**config.mk**
```make
export PLATFORM = sky130hd
export DESIGN_NAME = cell_input_sequencer
export DESIGN_NICKNAME = d
export VERILOG_FILES = /design/src/rtl/cell_input_sequencer_pkg.sv /design/src/rtl/cell_input_sequencer_debouncer.sv /design/src/rtl/cell_input_sequencer.sv
export SDC_FILE = /design/constraint.sdc
export NUM_CORES = 1
export LEC_CHECK = 0
export ABC_AREA = 1
export CAP_MARGIN = 5
export CORE_ASPECT_RATIO = 1.4
export CORE_MARGIN = 8
export CORE_UTILIZATION = 35
export DETAILED_ROUTE_END_ITERATION = 8
export HOLD_SLACK_MARGIN = 0.02
export PLACE_DENSITY_LB_ADDON = 0.1
export SYNTH_ARGS = -nofsm -noshare
export SYNTH_HDL_FRONTEND = slang
export SYNTH_SLANG_ARGS = --single-unit
```
**constraint.sdc**
```tcl
create_clock -name clk -period 1.3 [get_ports clk]
set_input_delay 0.26 -clock clk [delete_from_list [all_inputs] [get_ports clk]]
set_output_delay 0.26 -clock clk [all_outputs]
set_load 0.01 [all_outputs]
```
**src/rtl/cell_input_sequencer_pkg.sv**
```systemverilog
// Shared definitions for the cell input sequencer: default sizes and the
// debounce/commit FSM state encoding.
package cell_input_sequencer_pkg;

    localparam int WIDTH_DEF           = 6;
    localparam int NUM_PAGES_DEF       = 48;
    localparam int DEBOUNCE_CYCLES_DEF = 4;

    typedef enum logic [1:0] {
        ST_IDLE   = 2'd0,
        ST_SETTLE = 2'd1,
        ST_COMMIT = 2'd2
    } seq_state_t;

endpackage

```
**src/rtl/cell_input_sequencer_debouncer.sv**
```systemverilog
// Synchronises the raw {mode, switches} word and accepts it once it has been
// sampled unchanged for DEBOUNCE_CYCLES consecutive cycles.
module cell_input_sequencer_debouncer
    import cell_input_sequencer_pkg::*;
#(
    parameter int W               = WIDTH_DEF + 1,
    parameter int DEBOUNCE_CYCLES = DEBOUNCE_CYCLES_DEF
) (
    input  logic         clk,
    input  logic         reset,
    input  logic [W-1:0] raw,
    output logic         stable,
    output logic [W-1:0] word,
    output seq_state_t   state
);

    localparam logic [7:0] DEB_LIMIT = 8'(DEBOUNCE_CYCLES);

    logic [W-1:0] sync_meta;
    logic [W-1:0] sample;
    logic [W-1:0] cand, cand_next;
    logic [W-1:0] last_word, last_word_next;
    logic [7:0]   count, count_next;
    seq_state_t   state_next;

    always_ff @(posedge clk) begin
        if (reset) begin
            sync_meta <= '0;
            sample    <= '0;
            cand      <= '0;
            last_word <= '0;
            count     <= '0;
            state     <= ST_IDLE;
        end else begin
            sync_meta <= raw;
            sample    <= sync_meta;
            cand      <= cand_next;
            last_word <= last_word_next;
            count     <= count_next;
            state     <= state_next;
        end
    end

    // SETTLE lasts exactly DEBOUNCE_CYCLES cycles on a clean input; the
    // counter stops at the limit so it can never wrap.
    always_comb begin
        state_next     = state;
        cand_next      = cand;
        count_next     = count;
        last_word_next = last_word;
        case (state)
            ST_IDLE: begin
                if (sample != last_word) begin
                    cand_next  = sample;
                    count_next = 8'd1;
                    state_next = ST_SETTLE;
                end
            end
            ST_SETTLE: begin
                if (sample != cand) begin
                    cand_next  = sample;
                    count_next = 8'd1;
                end else if (count >= DEB_LIMIT) begin
                    state_next = ST_COMMIT;
                end else begin
                    count_next = count + 8'd1;
                end
            end
            ST_COMMIT: begin
                // Remember the word even if the top rejects it, so a held
                // out-of-range value does not retrigger forever.
                last_word_next = cand;
                state_next     = ST_IDLE;
            end
            default: state_next = ST_IDLE;
        endcase
    end

    assign stable = (state == ST_COMMIT);
    assign word   = cand;

endmodule

```
**src/rtl/cell_input_sequencer.sv**
```systemverilog
// Commits debounced switch values into the page-select or cell-input register
// and strobes update whenever either register actually changes.
module cell_input_sequencer
    import cell_input_sequencer_pkg::*;
#(
    parameter int DEBOUNCE_CYCLES = DEBOUNCE_CYCLES_DEF,
    parameter int NUM_PAGES       = NUM_PAGES_DEF,
    parameter int WIDTH           = WIDTH_DEF
) (
    input  logic             clk,
    input  logic             reset,
    input  logic             page_mode,
    input  logic [WIDTH-1:0] switches,
    output logic [WIDTH-1:0] page,
    output logic [WIDTH-1:0] cell_in,
    output logic             update,
    output logic             page_err,
    output logic             busy
);

    localparam logic [WIDTH:0] PAGE_LIMIT = (WIDTH + 1)'(NUM_PAGES);

    logic           stable;
    logic [WIDTH:0] word;
    seq_state_t     deb_state;
    logic           word_mode;
    logic [WIDTH-1:0] word_value;

    cell_input_sequencer_debouncer #(
        .W               (WIDTH + 1),
        .DEBOUNCE_CYCLES (DEBOUNCE_CYCLES)
    ) u_debouncer (
        .clk    (clk),
        .reset  (reset),
        .raw    ({page_mode, switches}),
        .stable (stable),
        .word   (word),
        .state  (deb_state)
    );

    assign word_mode  = word[WIDTH];
    assign word_value = word[WIDTH-1:0];
    assign busy       = (deb_state != ST_IDLE);

    // Outputs are registered on the commit cycle so update and the new value
    // become visible together.
    always_ff @(posedge clk) begin
        if (reset) begin
            page     <= '0;
            cell_in  <= '0;
            update   <= 1'b0;
            page_err <= 1'b0;
        end else begin
            update <= 1'b0;
            if (stable) begin
                if (word_mode) begin
                    if ({1'b0, word_value} < PAGE_LIMIT) begin
                        page_err <= 1'b0;
                        if (word_value != page) begin
                            page   <= word_value;
                            update <= 1'b1;
                        end
                    end else begin
                        page_err <= 1'b1;
                    end
                end else if (word_value != cell_in) begin
                    cell_in <= word_value;
                    update  <= 1'b1;
                end
            end
        end
    end

endmodule

```
# After elaboration in Yosys (flattened, before gate mapping)
# Index checks and enable logic that the tools add are counted.
[op_classes] add_sub_neg=1 order_cmp=2 n_eq_ne=11 n_mux=16 bitwise=2 n_reduce_logical=10
[ops] operator="8-bit two-way mux" n=3
[ops] operator="8-bit case mux with 2 select lines" n=1
[ops] operator="7-bit two-way mux" n=2
[ops] operator="7-bit != test" n=2
[ops] operator="7-bit case mux with 2 select lines" n=1
[ops] operator="6-bit != test" n=2
[ops] operator="3-bit AND reduction" n=4
[ops] operator="8-bit by 1-bit adder with 8-bit output (second input constant)" n=1
[ops] operator="8-bit by 3-bit >= comparator with 1-bit output (second input constant)" n=1
[ops] operator="6-bit less-than comparator (second input constant)" n=1
[ops] operator="2-bit two-way mux" n=3
[ops] operator="2-bit by 1-bit != test with 1-bit output (second input constant)" n=3
[ops] operator="1-bit two-way mux" n=5
[ops] operator="2-bit case mux with 2 select lines" n=1
[ops] operator="4-bit AND reduction" n=1
[ops] operator="2-bit nonzero test" n=2
[ops] operator="3-bit by 2-bit != test with 1-bit output (second input constant)" n=1
[ops] operator="2-bit by 1-bit == test with 1-bit output (second input constant)" n=1
[ops] operator="2-bit == test (second input constant)" n=1
[ops] operator="2-bit zero test" n=1
[ops] operator="2-bit != test (second input constant)" n=1
[ops] operator="1-bit inverter" n=2
[ops] operator="2-bit AND reduction" n=1
[ops] operator="2-bit OR reduction" n=1
[word_totals] reg_bits=52 in_bits=9

# Depth between registers and ports, before layout
# Gate-level depths: netlist of run 1.
[depth] depth_word=4 ltp_mapped=11 depth_no_buf=10

# Cells and area by module
# A second synthesis of run 1 with hierarchy kept.
[hier_totals] cells_unflattened=398 area_unflattened_um2=2521.2
[modules_own_cells] module="cell_input_sequencer_debouncer" instances=1 cells_per_inst=260 area_each_um2=1691.6 seq_area_each_um2=760.7
[modules_own_cells] module="cell_input_sequencer" instances=1 cells_per_inst=138 area_each_um2=829.5 seq_area_each_um2=280.3

# Worst setup path after synthesis of run 1
# Ideal clock, no wire load.
[synth_path] kind="register to register" from="register u_debouncer.cand[2] (netlist: u_debouncer.word[2])" to="register u_debouncer.count[0]" setup_time_ns=0.114 t_arrival_ns=1.163 t_required_ns=1.186 path_slack_ns=0.024 stages_incl_launch_ff=10 n_path_buf=1 synth_period_minus_slack_ns=1.276 path_cell_list="dfxtp_1 buf_2 xnor2_1 nand2_1 nor2_2 nand3_1 nand3_2 nand2_1 nand2_1 nor2_1"
[synth_between] elab_chain_cells=3 word_cells_on_any_way=5
[synth_rtl] item="from (decl)" line_no="cell_input_sequencer_debouncer.sv:21" source="logic [W-1:0] cand, cand_next;"
[synth_rtl] item="from (signal assigned)" line_no="cell_input_sequencer_debouncer.sv:37" source="cand <= cand_next;"
[synth_rtl] item="7-bit != test (*)" line_no="cell_input_sequencer_debouncer.sv:60" source="if (sample != cand) begin"
[synth_rtl] item="3-bit by 2-bit != test with 1-bit output (no source line) or 8-bit two-way mux (tied branches)"
[synth_rtl] item="3-bit AND reduction (no source line) or 8-bit case mux with 2 select lines (tied branches)"
[synth_rtl] item="to (signal assigned)" line_no="cell_input_sequencer_debouncer.sv:39" source="count <= count_next;"
[synth_rtl] item="to (decl)" line_no="cell_input_sequencer_debouncer.sv:23" source="logic [7:0] count, count_next;"
# Every way passes the cells marked *; elsewhere a longest branch is shown, timed or not.
# A chain may end at the register's enable or synchronous reset.

# Worst setup path after layout of run 1
[layout_path] from="register u_debouncer.cand[0] (netlist: u_debouncer.word[0])" to="register u_debouncer.count[1]"
# The elaborated chain is that of the path after synthesis.

==> impl_summary.md, run 1 <==
Synth
The most area-hungry cell type in the Yosys netlist is sky130_fd_sc_hd__dfxtp_1. After synthesis, the share of flip-flops with an asynchronous set or reset is 0. The synthesized cell area is 2210 um^2. Synthesis handed over a netlist of between 200 and 300 instances. The share of the yosys chip area belonging to registers is 0.471. In the synthesized netlist, the cells that appear most often are sky130_fd_sc_hd__dfxtp_1 (52), sky130_fd_sc_hd__nand2_1 (48), sky130_fd_sc_hd__nor2_1 (48), sky130_fd_sc_hd__inv_1 (35), sky130_fd_sc_hd__a21oi_1 (23). The count of flip-flops with a built-in enable after synthesis is 0.

The most used flip-flop cell after synthesis is sky130_fd_sc_hd__dfxtp_1. After synthesis, the cell types taking the most area are sky130_fd_sc_hd__dfxtp_1 (47%), sky130_fd_sc_hd__nand2_1 (8.2%), sky130_fd_sc_hd__nor2_1 (8.2%). In this run the mean area of a mapped cell was 7.57 um^2. The most common cell in the synthesized netlist is sky130_fd_sc_hd__dfxtp_1. The proportion of netlist area held by the largest area contributor is 0.471. The number of library cell types mapped by synthesis is 24. Synthesis inferred 52 register bits. The number of warnings printed during yosys synthesis is 0. The net count after synthesis is 303.

Floorplan
The vertical extent of the die is 110 um. The number of placed I/O pins is 24. The count of standard-cell rows is 34.

The starting density of the core is 0.358. The area of the placeable core is 6170 um^2. The area enclosed by the die boundary is 9150 um^2.

The overall die width is 83.2 um.

Status
The final reports fail on negative setup slack. The run finished, with violations left.

Routing
The total via count in the routed design is 1,970. The first routing iteration left 64 violations. The first TritonRoute pass finished after 6 iterations.

The mean number of vias per cell is 4.62. The number of remaining DRC errors is 0. The routed wire length is between 5 and 6 mm. In the final routed layout, each cell accounts on average for between 10 and 15 um.

Once detail routing completed, the nets flagged for antenna violations numbered 0.

Global routing
The pin count of the biggest net entering global routing is 19. Across every metal layer, demand over resource in global routing totals 0.120. The initial antenna violation count is 0.

The wire length of the first global-routing pass is about 9.0 mm. The overflow left after global routing is 0. The via count of the first global-routing pass is ~1,900.

Worst setup path
The number of buffers and inverters on the critical path is 1. The depth of the worst register-to-register path is 9. In this design, the stage delay of the slowest critical-path cell is ~0.34 ns.

The origin of the critical flop-to-flop path is u_debouncer.word[0]$_SDFFE_PP0P_. The register-to-register path setup slack is -0.08 ns. The terminus of the critical flop-to-flop path is u_debouncer.count[1]$_SDFFE_PP0P_. At the worst endpoint, the required time is ~1.5 ns. At the worst endpoint, the arrival time is 1.60 ns. The cell that appears most often on the critical path is sky130_fd_sc_hd__nand2_1. STA classifies the critical path startpoint as a flip-flop.

The dominant delay contributor by cell family on the critical path is simple AND/OR/NAND/NOR gates. The largest fanout on the critical path is 5. Walking the worst path, the cells encountered are xnor2_1 > nand2_1 > nor2_4 > buf_6 > nand3_4 > nand3_4 > nand2_1 > nand2_1 > nor2_1.

The worst setup path is captured at a flip-flop. The cell with the largest stage delay on the worst path is sky130_fd_sc_hd__dfxtp_2. The critical path in this run is classified as flip-flop to flip-flop.

Final layout
Once layout is done, the placed cells without fillers occupy 3280 um^2. The share of post-route cells with drive strength above 1 is 0.376. Compared with the post-synthesis result, the final layout area differs by 48.4%.

After the last flow step, the layout net total stands at approximately 360. Measured on the finished design, the core utilization comes to 0.532. The number of antenna diodes in the final layout is 0.

Placed design
The number of buffer cells added on primary ports is 23. The placed instance area is ~2800 um^2. The global placement routability congestion is 0.787. Before CTS, the worst setup slack after placement is -0.135 ns. The HPWL after detailed placement is around 3.7 mm.

Timing
Setup repair after global routing could not meet its margin everywhere. The number of max-slew violations in the final report is 0. The least setup slack across all paths after layout is -0.0837 ns. Across the routed clock network, the largest skew measured is roughly 0.012 ns. Dividing the final minimum period by the clock period gives 1.06. Setup violations remaining at the end of the flow were counted as 30. At the pin with the least slew margin, the transition time is ~0.26 ns. Headroom to the max-slew limit came out at 0.824. The setup TNS is -1.25 ns.

After layout, the minimum clock period comes to ~1.4 ns. Timing would allow up to 723 MHz. The final hold violation count is 0.

Hold path
The count of cells along the worst hold path is 2. The classification of the worst-slack hold path is flip-flop to flip-flop. The path with the worst hold slack has its endpoint at u_debouncer.sample[5]$_SDFF_PP0_. The start point of the worst hold path is u_debouncer.sync_meta[5]$_SDFF_PP0_.

CTS
The clock-pin slew on the worst setup and hold paths is 0.10 ns. The number of buffers created by CTS is 5. The worst-case clock buffer depth is 2. The clock net sink count is 52. The number of H-tree levels is 2.

The root buffer cell chosen for the clock tree is sky130_fd_sc_hd__clkbuf_8. The TritonCTS clock tree is yes. The later pin in the worst-skew pair is clocked with a latency of 0.31 ns. The quantity of hold-fixing buffers added after cts is 0.

Job
The number of maximum-capacitance violations is 0.

Pwr
IR analysis of the VDD net gives a maximum drop of 0.618 mV. The total power after layout is 0.00345 W. The power per standard cell area is ~1100 nW/um^2. The leakage component of the power is 1.47 nW.
==> timing repair <==
| item | in CTS | in global routing |
|---|---|---|
| pin swaps | 23 | 20 |
| setup endpoints to repair | 45 | 32 |
| buffers inserted | 1 | 2 |
| hold endpoints to repair | 0 | 0 |
| resized for setup | 63 | 57 |
| gates cloned | 2 | 0 |
==> cells in the final DEF, fill, tap and decap left out, types with 9 or more instances in the layout <==
master / instances
sky130_fd_sc_hd__nand2_1: 41
sky130_fd_sc_hd__nor2_1: 40
sky130_fd_sc_hd__dfxtp_1: 34
sky130_fd_sc_hd__inv_1: 32
sky130_fd_sc_hd__buf_4: 27
sky130_fd_sc_hd__a21oi_1: 15
sky130_fd_sc_hd__dlygate4sd2_1: 15
sky130_fd_sc_hd__nand3_2: 13
sky130_fd_sc_hd__dfxtp_2: 13
sky130_fd_sc_hd__buf_6: 12
sky130_fd_sc_hd__o21ai_0: 10
sky130_fd_sc_hd__a21oi_2: 10
sky130_fd_sc_hd__nor2_4: 9
==> routing by layer <==
| metal | vias to the layer above | global-route usage | share of wire | wire, um |
|---|---|---|---|---|
| li1 | 1026 | - | - | - |
| met1 | 893 | 0.123 | 0.41 | 2240 |
| met2 | 40 | 0.225 | 0.53 | 2850 |
| met3 | 11 | 0.0316 | 0.038 | 206 |
| met4 | 0 | 0.0567 | 0.025 | 133 |
| met5 | - | 0 | 0 | 0 |
==> cell families after synthesis <==
kind of cell | synth area share
DFF | 0.471
xor gates and xnor gates | 0.0753
buffers and inverters | 0.0934
adders and majority gates | 0.0113
AOI/OAI and AO/OA | 0.0951
and+or+nand+nor | 0.254
==> worst max-delay path by stage <==
stage	start	end	slack [ns]	cells past startpoint
after floorplan	u_debouncer.word[2]$_SDFFE_PP0P_	u_debouncer.count[0]$_SDFFE_PP0P_	0.02	9
after global placement	u_debouncer.sample[5]$_SDFF_PP0_	u_debouncer.word[6]$_SDFFE_PP0P_	-0.13	8
after detailed placement	u_debouncer.sample[5]$_SDFF_PP0_	u_debouncer.count[1]$_SDFFE_PP0P_	-0.13	8
after CTS	u_debouncer.word[0]$_SDFFE_PP0P_	cell_in[4]$_SDFFE_PP0P_	-0.07	7
after global routing	u_debouncer.word[3]$_SDFFE_PP0P_	u_debouncer.count[0]$_SDFFE_PP0P_	-0.16	11
final	u_debouncer.word[0]$_SDFFE_PP0P_	u_debouncer.count[1]$_SDFFE_PP0P_	-0.08	9
==> layout make-up <==
cell class	count	area, um^2
clock buffers	6	82.6
repair buffers	63	569
inverters	39	149
flip-flops and latches	52	1080
well taps	72	90.1
fillers	570	2890
clock inverters	2	38.8
multi-input cells	192	1270
==> worst min-delay path: stages (launching register included) <==
cell and delay [ns]:
sky130_fd_sc_hd__dfxtp_1 0.31, sky130_fd_sc_hd__inv_1 0.04, sky130_fd_sc_hd__nor2_1 0.03
==> metrics by stage <==
stage	hold slack [ns]	instances
after floorplan	0.367	292
after global placement	0.390	413
after detailed placement	0.392	413
after CTS	0.398	424
after global routing	0.421	426
final	0.397	426
==> state kept, by name, indices dropped and copies added, names as in the netlist, 2 cells and up <==
name                   flops
cell_in                    6
u_debouncer.last_word      7
u_debouncer.sync_meta      7
u_debouncer.count          8
u_debouncer.word           7
u_debouncer.sample         7
page                       6
u_debouncer.state          2
==> power breakdown <==
group          switching [W]  total [W]  internal (W)
Sequential         0.0000353    0.00166       0.00163
Clock               0.000544    0.00117      0.000630
Combinational       0.000320   0.000610      0.000290
Note: power is estimated with default switching activity, not from simulation.
==> run 2: changes to the inputs <==
--- a/config.mk
+++ b/config.mk
@@ -11,6 +11,7 @@
 export CORE_MARGIN = 8
 export CORE_UTILIZATION = 35
 export DETAILED_ROUTE_END_ITERATION = 8
+export GPL_TIMING_DRIVEN = 0
 export HOLD_SLACK_MARGIN = 0.02
 export PLACE_DENSITY_LB_ADDON = 0.1
 export SYNTH_ARGS = -nofsm -noshare
==> impl_summary.md, run 2 (synthesis gave the netlist of run 1 again) <==
Status
The flow ran to the end, but the final reports show violations. The checks that failed: negative setup slack.

Final layout
The final instance count without filler cells came to 411 (-3.5%). u_debouncer.count holds more flip-flops than any other register. The share of post-route cells with drive strength above 1 is 0.333 (-0.0424). The total area of multi-input combinational cells was 1330 um^2 (+4.4%). Leaving out fill and tap cells, the most frequent cells in the layout are sky130_fd_sc_hd__dfxtp_1 (39), sky130_fd_sc_hd__nor2_1 (35), sky130_fd_sc_hd__inv_1 (34), sky130_fd_sc_hd__nand2_1 (34). The number of flip-flops in the largest register was 8 (unchanged). The filler cell count is 607 (+6.5%).

The final-stage net count is 349 (-4.1%). The flip-flop and latch area is 1070 um^2 (-0.35%). The area growth from synthesis to layout is 42.9%. The final non-filler cell area is 3160 um^2 (-3.7%). The total inserted antenna cells was 0 (unchanged). Leaving out fill and tap cells, the most frequent cell in the layout is sky130_fd_sc_hd__dfxtp_1.

Floorplan
The number of placed I/O pins is 24 (unchanged). The area of the placeable core is 6170 um^2 (unchanged). The starting density of the core came to 0.358 (unchanged).

The count of standard-cell rows is 34 (unchanged). The vertical extent of the die is 110 um (unchanged). The area enclosed by the die boundary is 9150 um^2 (unchanged). The overall die width is 83.2 um (unchanged).

Worst setup path
The largest fanout on the critical path came to 7 (+2). In this run the critical register-to-register path is captured at u_debouncer.word[0]$_SDFFE_PP0P_. The worst setup path is captured at a flip-flop. The register-to-register path setup slack came to -0.15 ns (-0.07 ns). The origin of the critical flop-to-flop path is u_debouncer.word[4]$_SDFFE_PP0P_. The required time of the worst setup path is 1.47 ns (-0.05 ns). The critical path class is flip-flop to flip-flop. STA classifies the critical path startpoint as a flip-flop.

The depth of the worst register-to-register path is 9 (unchanged). The data arrival time of the worst path came to 1.62 ns (+0.02 ns).

Timing
The least setup slack across all paths after layout is -0.154 ns (-0.0705 ns). The clock skew came to 0.00772 ns (-0.00405 ns). The achievable clock frequency is 688 MHz (-4.8%). The minimum period implied by the final worst setup slack was 1.45 ns (+0.0705 ns).

The total setup violations reported at the end of the flow came to 24 (-20%). The transition time at the pin with the least slew margin is 0.635 ns (+0.371 ns). The number of max-slew violations in the final report is 0 (unchanged). Setup repair after global routing could not meet its margin everywhere. The headroom to the max-slew limit is 0.577 (-0.247). The final worst-path cycle share is 1.12 (+0.0542).

The setup TNS is -2.06 ns (-0.812 ns). The final hold violation count is 0 (unchanged).

Global routing
The pin count of the biggest net entering global routing is 16 (-3). The initial antenna violation count came to 0 (unchanged). The overall track demand over capacity in global routing is 0.112 (-0.00862). The wire length of the first global-routing pass is 8.42 mm (-6.2%). The overflow left after global routing was 0 (unchanged). The via count of the first global-routing pass is 1,757 (-7.7%).

CTS
The clock net sink count is 52 (unchanged). The clock-pin slew on the worst setup and hold paths is 0.09 ns (about the same). The worst-case clock buffer depth came to 2 (unchanged). TritonCTS built the clock tree. The clock latency of the later-clocked register in the worst-skew pair came to 0.31 ns (about the same).

The library cell used as clock root buffer is sky130_fd_sc_hd__clkbuf_8. The number of buffers created by CTS is 5 (unchanged). The number of H-tree levels is 2 (unchanged).

Hold path
The startpoint identified for the worst hold timing path is reset. The count of cells along the worst hold path came to 2 (unchanged). The classification of the worst-slack hold path is input port to flip-flop.

For hold timing, the worst endpoint is cell_in[0]$_SDFFE_PP0P_.

Routing
The count of TritonRoute iterations in the first routing pass came to 4 (-2). The routed wire length was 5.08 mm (-6.4%). The mean number of vias per cell is 4.61 (-0.30%). The post-detailed-route count of antenna-violating nets is 0 (unchanged). The iteration-0 DRC count of the detailed router is 72 (+13%). The total via count in the routed design is 1,895 (-3.8%). The average wire per standard cell came to 12.4 um (-3.0%).

The number of remaining DRC errors is 0 (unchanged).

Pwr
The largest vdd supply drop is 0.950 mV (+54%). The power per standard cell area is 1080 nW/um^2 (+2.4%). The leakage component of the power is 1.42 nW (-3.5%).

Placed design
The detailed-placement wirelength estimate is 3.37 mm (-9.8%). The placed instance area is 2520 um^2 (-8.7%). The global placement routability congestion was 0.784 (-0.38%). The number of placed instances, taps included is 386 (-6.5%). The number of buffer cells added on primary ports came to 22 (-4.3%).

Job
The number of maximum-capacitance violations is 0 (unchanged).
## run 2: changes by cell type in the layout (fill, tap and decap cells not counted), moves of 6 or more
cell	change
sky130_fd_sc_hd__nand3_1	+10
sky130_fd_sc_hd__buf_4	-13
sky130_fd_sc_hd__buf_6	-9
sky130_fd_sc_hd__nand2_1	-7
sky130_fd_sc_hd__nand2_2	+6
sky130_fd_sc_hd__nand3_2	-11
sky130_fd_sc_hd__dfxtp_2	-6
## run 2: metrics by stage
step | setup slack (ns) | hold slack (ns) | utilization | power, W
3_5_place_dp | -0.251 | 0.392 | 0.409 | 0.00202
5_1_grt | -0.229 | 0.375 | 0.512 | 0.00355
4_1_cts | -0.156 | 0.340 | 0.467 | 0.00336
3_3_place_gp | -0.264 | 0.390 | 0.409 | 0.00202
2_1_floorplan | 0.0237 | 0.367 | - | 0.00193
6_report | -0.154 | 0.332 | 0.512 | 0.00340
## run 2: routing by layer
layer / wire length [um] / global-route usage
met4: 132 / 0.0491
met3: 215 / 0.0331
met1: 2210 / 0.122
met5: 0 / 0
met2: 2530 / 0.198
## run 2: what timing repair did
item,CTS,global route
hold buffers,0,0
cloned,3,1
endpoints found under the setup margin,49,35
resized for setup,70,67
setup buffers,4,12
pin swaps,20,22
## run 2: cell type report
type                       instances  area share
sequential                        52       0.340
multi-input combinational        194       0.421
clock buffer                       7      0.0305
inverter                          39      0.0495
timing repair buffer              38       0.106
tap                               72      0.0285
clock inverter                     1     0.00951
buffer                             8      0.0151
## run 2: worst max-delay path by stage
stage / from / end / slack, ns / cells past startpoint
after floorplan: u_debouncer.word[2]$_SDFFE_PP0P_ / u_debouncer.count[0]$_SDFFE_PP0P_ / 0.02 / 9
after global placement: reset / u_debouncer.last_word[5]$_SDFFE_PP0P_ / -0.26 / 5
after detailed placement: u_debouncer.word[3]$_SDFFE_PP0P_ / u_debouncer.word[4]$_SDFFE_PP0P_ / -0.25 / 9
after CTS: u_debouncer.word[1]$_SDFFE_PP0P_ / u_debouncer.word[1]$_SDFFE_PP0P_ / -0.16 / 9
after global routing: u_debouncer.word[4]$_SDFFE_PP0P_ / u_debouncer.word[0]$_SDFFE_PP0P_ / -0.23 / 9
final: u_debouncer.word[4]$_SDFFE_PP0P_ / u_debouncer.word[0]$_SDFFE_PP0P_ / -0.15 / 9
## run 2: power by group
part	total, W	internal [W]	leakage, nW	switching (W)
Combinational	0.000521	0.000208	0.926	0.000313
Clock	0.00121	0.000680	0.0645	0.000526
Sequential	0.00167	0.00163	0.430	0.0000441
## run 2: critical path, cell delays in order (launching register included)
cell                      delay, ns
sky130_fd_sc_hd__dfxtp_1       0.33
sky130_fd_sc_hd__buf_6         0.14
sky130_fd_sc_hd__xnor2_2       0.12
sky130_fd_sc_hd__nand2_2       0.09
sky130_fd_sc_hd__nor2_4        0.17
sky130_fd_sc_hd__nand2_4       0.13
sky130_fd_sc_hd__nand2_8       0.12
sky130_fd_sc_hd__nand2_8       0.08
sky130_fd_sc_hd__nand2_1       0.08
sky130_fd_sc_hd__a21oi_1       0.06
==> run 3: changes to the inputs <==
--- a/config.mk
+++ b/config.mk
@@ -8,7 +8,6 @@
 export ABC_AREA = 1
 export CAP_MARGIN = 5
 export CORE_ASPECT_RATIO = 1.4
-export CORE_MARGIN = 8
 export CORE_UTILIZATION = 35
 export DETAILED_ROUTE_END_ITERATION = 8
 export GPL_TIMING_DRIVEN = 0
==> impl_summary.md, run 3 (synthesis gave the netlist of run 1 again) <==
Global routing
The via count of the first global-routing pass is 1,720 (-2.1%). The initial antenna violation count is 0 (unchanged). The wire length of the first global-routing pass came to 8.07 mm (-4.2%).

The pin count of the biggest net entering global routing was 15 (-1). The overall track demand over capacity in global routing is 0.156 (+0.0446). The overflow left after global routing is 0 (unchanged).

Timing
The transition time at the pin with the least slew margin is 0.596 ns (-0.0389 ns). The headroom to the max-slew limit is 0.602 (+0.0259). The achievable clock frequency is 690 MHz (+0.41%). The least setup slack across all paths after layout is -0.148 ns (+0.00589 ns). The number of max-slew violations in the final report came to 0 (unchanged). The clock skew is 0.00869 ns (+0.000969 ns).

The minimum period implied by the final worst setup slack is 1.45 ns (-0.00589 ns). The final hold violation count came to 0 (unchanged). The total setup violations reported at the end of the flow was 30 (+25%). The final worst-path cycle share is 1.11 (-0.00453). Setup repair after global routing could not meet its margin everywhere.

Worst setup path
The data arrival time of the worst path is 1.68 ns (+0.06 ns). The endpoint kind of the worst setup timing path is a flip-flop. Walking the worst path, the cells encountered are buf_6 > xnor2_2 > nand2_2 > nor2_4 > nand2_4 > nand2_8 > buf_12 > nand3_4 > a21oi_2. For this design, the slowest cell found on the critical path is sky130_fd_sc_hd__dfxtp_2. The worst path buffer plus inverter count is 2 (+1). Among cell families on the critical path, the largest total delay comes from simple AND/OR/NAND/NOR gates. The largest fanout on the critical path came to 7 (unchanged). The launching element type of the critical path is a flip-flop.

The maximum cell stage delay along the critical path is 0.33 ns (about the same). The required time of the worst setup path was 1.54 ns (+0.07 ns). The critical path is of the flip-flop to flip-flop type.

Floorplan
The area enclosed by the die boundary was 6640 um^2 (-27%). The number of placed I/O pins is 24 (unchanged). The count of standard-cell rows was 33 (-2.9%).

The vertical extent of the die is 96.0 um (-13%). The overall die width came to 69.2 um (-17%). The area of the placeable core is 5990 um^2 (-2.9%). The starting density of the core is 0.369 (+0.0109).

Placed design
The number of placed instances, taps included is 384 (-0.52%). The detailed-placement wirelength estimate came to 3.10 mm (-8.0%). The global placement routability congestion is 0.807 (+2.9%). The number of buffer cells added on primary ports is 22 (unchanged).

Final layout
The number of flip-flops in the largest register is 8 (unchanged). Compared with the post-synthesis result, the final layout area differs by 39.4%. The final instance count without filler cells came to 409 (-0.49%). The final-stage net count is 350 (+0.29%). The total area of multi-input combinational cells is 1280 um^2 (-4.0%). In the layout the commonest cells are sky130_fd_sc_hd__dfxtp_1 (39), sky130_fd_sc_hd__nand2_1 (38), sky130_fd_sc_hd__nor2_1 (37). The total inserted antenna cells is 0 (unchanged).

The register with the most flip-flops is u_debouncer.count. The filler cell count is 564 (-7.1%). The final core area utilization is 0.515 (+0.00276).

The most frequent standard cell in the layout excluding fill and tap cells is sky130_fd_sc_hd__dfxtp_1. The share of post-route cells with drive strength above 1 is 0.313 (-0.0206). The flip-flop and latch area is 1060 um^2 (-0.70%).

CTS
The TritonCTS clock tree is yes. The clock-pin slew on the worst setup and hold paths is 0.09 ns (about the same). The number of H-tree levels is 2 (unchanged). The tree is rooted in a sky130_fd_sc_hd__clkbuf_8. The number of buffers created by CTS is 5 (unchanged).

The clock net sink count is 52 (unchanged). The clock latency of the later-clocked register in the worst-skew pair came to 0.30 ns (about the same). The worst-case clock buffer depth is 2 (unchanged).

Routing
The iteration-0 DRC count of the detailed router is 53 (-26%). The routed wire length is 4.97 mm (-2.2%). The post-detailed-route count of antenna-violating nets was 0 (unchanged). The mean number of vias per cell is 4.59 (-0.47%).

The number of remaining DRC errors was 0 (unchanged). The count of TritonRoute iterations in the first routing pass is 4 (unchanged). The total via count in the routed design came to 1,877 (-0.95%). The average wire per standard cell is 12.1 um (-1.7%).

Pwr
The largest vdd supply drop is 0.706 mV (-26%). The power per standard cell area is 998 nW/um^2 (-7.2%). The leakage component of the power was 1.39 nW (-2.3%).

Hold path
The worst hold path belongs to the class flip-flop to flip-flop.

Job
The number of maximum-capacitance violations is 0 (unchanged).

Status
The run finished, with violations left. The final reports fail on negative setup slack.
==> run 3: changes by cell type in the layout (fill, tap and decap cells not counted), sizes merged <==
cell    previous run  this run
buf               20        21
bufinv             1         0
nand2             57        56
clkinv             0         1
==> run 3: worst paths after layout <==
kind                                                     startpoint                               end  slack, ns  cells past startpoint
worst max-delay path               u_debouncer.word[2]$_SDFFE_PP0P_  u_debouncer.word[2]$_SDFFE_PP0P_      -0.15                      9
worst min-delay path            u_debouncer.sync_meta[3]$_SDFF_PP0_  u_debouncer.sample[3]$_SDFF_PP0_       0.40                      2
worst max register to register     u_debouncer.word[2]$_SDFFE_PP0P_  u_debouncer.word[2]$_SDFFE_PP0P_      -0.15                      9
worst min register to register  u_debouncer.sync_meta[3]$_SDFF_PP0_  u_debouncer.sample[3]$_SDFF_PP0_       0.40                      2
==> run 3: worst reg2reg max path: stages (launching register included) <==
cell and delay, ns:
sky130_fd_sc_hd__dfxtp_2 0.33, sky130_fd_sc_hd__buf_6 0.13, sky130_fd_sc_hd__xnor2_2 0.13, sky130_fd_sc_hd__nand2_2 0.08, sky130_fd_sc_hd__nor2_4 0.16, sky130_fd_sc_hd__nand2_4 0.10, sky130_fd_sc_hd__nand2_8 0.12, sky130_fd_sc_hd__buf_12 0.12
sky130_fd_sc_hd__nand3_4 0.07, sky130_fd_sc_hd__a21oi_2 0.13
==> run 3: per-layer routing <==
layer / share of wire / track usage
met1: 0.43 / 0.164
met2: 0.51 / 0.303
met3: 0.030 / 0.0346
met4: 0.032 / 0.0595
met5: 0 / 0
==> run 3: power breakdown <==
part | switching (W) | internal (W)
Sequential | 0.0000389 | 0.00163
Combinational | 0.000316 | 0.000227
Clock | 0.000496 | 0.000367
==> run 3: area by class of cell <==
type | count | share of cell area
multi-input cells | 193 | 0.414
flip-flops and latches | 52 | 0.346
repair buffers | 40 | 0.121
inverters | 39 | 0.0500
well taps | 70 | 0.0284
clock buffers | 6 | 0.0236
plain buffers | 8 | 0.0154
clock inverters | 1 | 0.00162
==> run 3: what timing repair did <==
action | in CTS | in global routing
setup endpoints to repair | 49 | 35
cloned | 3 | 0
hold buffers | 0 | 0
setup buffers | 9 | 9
resized for setup | 79 | 41
endpoints found under the hold margin | 0 | 0
pin swaps | 27 | 12
==> run 3: per-stage QoR <==
step                total power, W  hold slack (ns)  worst slack (ns)  area [um^2]  setup TNS, ns
floorplan                  0.00193            0.367            0.0237         2210              0
global placement           0.00202            0.389            -0.246         2520          -5.73
detailed placement         0.00202            0.393            -0.280         2520          -5.86
CTS                        0.00305            0.376            -0.154         2930          -2.48
global route               0.00322            0.393            -0.233         3080          -4.71
finish                     0.00308            0.397            -0.148         3080          -2.45
==> patch: new RTL, config.mk and constraints of run 2 <==
Change the package constant `WIDTH_DEF` from 6 to 5.
--- a/src/rtl/cell_input_sequencer_pkg.sv
+++ b/src/rtl/cell_input_sequencer_pkg.sv
@@ -4,3 +4,3 @@
 
-    localparam int WIDTH_DEF           = 6;
+    localparam int WIDTH_DEF           = 5;
     localparam int NUM_PAGES_DEF       = 48;
Ports: changed (resized cell_in, page and switches); port bits go from 24 to 21. The function was not compared with the original's and may differ.
==> patch against run 2 <==
The run still ends with negative setup slack left. Maximum frequency up 3.5%. Clock skew down 0.0011 ns. Design area is 11% lower. Clock power down 21%. Sequential cell count is 7 lower. Largest cell class unchanged. Worst setup slack better by 0.050 ns. Synthesized area down 5.8%. Critical endpoint unchanged. Utilization fell by 3.2 points. Worst hold slack worse by 0.037 ns. First-iteration DRC count grew 4.2%. Power decreased by 17%. Routed wire length decreased by 4.8%. Sequential power is 14% lower. Sequential share of layout area shrank 0.47 points. Critical path type unchanged.
==> patch: results (changes against run 2) <==
status=finished with violations (unchanged); failing checks=negative setup slack (unchanged); final hold slack=0.2955 ns (was 0.3322 ns); Sum Neg Setup Slack=-0.8099 ns (was -2.057 ns); Netlist cell types=25 (was 24); Placer Congestion=0.8133 (was 0.7841); First-pass DRT Iterations=4 (unchanged); register area share after synthesis=43.27% (was 47.11%); syn_nets=307 (was 303); initial antenna violation count=0 (unchanged); worst hold endpoint=u_debouncer.word[2] (was cell_in[0]); Final Skew=0.006618 ns (was 0.007717 ns); GRT Util Overall=12.18% (was 11.17%); hold wc startpoint=reset (unchanged); Worst R2R End=u_debouncer.word[0] (unchanged); Avg WL per Cell=11.76 um (was 12.36 um); vias in the first global route=1,725 (was 1,757); flop2flop setup slack=-0.10 ns (was -0.15 ns); worst-skew pair later-pin latency=0.30 ns; Post-DP HPWL=3555 um (was 3371 um); CP max FO=7 (unchanged); Port Buffers=18 (was 22); Setup Buffers After CTS=17 (was 4); met3 usage=3.010% (was 3.309%); Final setup viols=15 (was 24); GR Util met2=21.45% (was 19.78%); Crit Path Class=reg -> reg (unchanged); fin cells=411 (unchanged); largest net degree at the start of global routing=14 (was 16); worst-margin pin slew=0.5586 ns (was 0.6352 ns); reg2reg start=u_debouncer.word[3] (was u_debouncer.word[4]); reg2reg path depth=9 (unchanged); synth top area cells=dfxtp_1 (43%), nand2_1 (12%), nor2_1 (9.4%) (was dfxtp_1 (47%), nand2_1 (8.2%), nor2_1 (8.2%)); pre-CTS setup slack=-0.2146 ns (was -0.2508 ns); share of cells above drive strength 1=29.91% (was 33.33%); Synth top cells by count=nand2_1 (65), nor2_1 (52), dfxtp_1 (45) (was dfxtp_1 (52), nand2_1 (48), nor2_1 (48)); Placed Instance Area=2350 um^2 (was 2520 um^2); first-pass GRT wire length=8190 um (was 8418 um); Lkg Pwr=1.306 nW (was 1.421 nW); synthesized instance count=297 (was 292); H-tree Lvls=2 (unchanged); Internal=2.068 mW (was 2.514 mW); Synth async-reset ratio=0% (unchanged); via count=1,822 (was 1,895); setup slack after layout=-0.1046 ns (was -0.1542 ns); Worst VDD drop=0.0004664 V (was 0.0009497 V); initial drt markers=75 (was 72); fin nets=350 (was 349); GR met1 Demand/Resource=13.03% (was 12.18%); n_diodes=0 (unchanged); Root Buffer=clkbuf_8 (unchanged); top_reg_cell synth=dfxtp_1 (unchanged); placed cell count=385 (was 386); post_cts resized=70 (unchanged); WP data arrival=1.64 ns (was 1.62 ns)
patch: cell types whose count changed after synthesis, sizes merged, moves of 2 or more:
cell | run 2 | this run
nand2 | 54 | 70
xnor2 | 10 | 2
dfxtp | 52 | 45
inv | 39 | 44
nor2 | 52 | 57
a21oi | 25 | 21
xor2 | 9 | 5
nor3 | 0 | 3
nand3 | 18 | 20
o21ai | 14 | 12
patch: power by group through the flow:
stage	registers (mW)	clock network [mW]	logic, mW
6_report	1.43	0.954	0.445
5_1_grt	1.44	1.05	0.497
4_1_cts	1.43	0.983	0.420
3_5_place_dp	1.47	0	0.331
3_3_place_gp	1.47	0	0.329
2_1_floorplan	1.46	0	0.244
patch: cells by family after synthesis:
group / after synthesis / synth area share (%)
xor gates and xnor gates: 7 / 2.945
adders and majority gates: 2 / 1.202
and+or+nand+nor: 153 / 33.23
DFF: 45 / 43.27
other: 1 / 0.1801
AOI/OAI and AO/OA: 34 / 8.293
buffers and inverters: 55 / 10.88
patch: metal layers:
layer	vias to the layer above	wire, um
li1	994	-
met1	793	1995
met2	25	2555
met3	10	143
met4	0	142
met5	-	0
patch: critical path: stages (launching register included):
cell	delay [ns]
dfxtp_2	0.33
buf_6	0.13
inv_4	0.04
nand2_2	0.05
nand2_2	0.05
nor2_4	0.20
nand4_4	0.21
nand2_8	0.15
nand2_1	0.07
a21oi_2	0.10
patch: final cells by class:
| cell class | instances | area [um^2] |
|---|---|---|
| inverters | 44 | 177.7 |
| repair buffers | 37 | 327.8 |
| plain buffers | 10 | 66.31 |
| flip-flops and latches | 45 | 935.9 |
| multi-input cells | 197 | 1097 |
| well taps | 70 | 87.58 |
| clock inverters | 1 | 5.005 |
| clock buffers | 7 | 96.34 |
| fillers | 575 | 3028 |
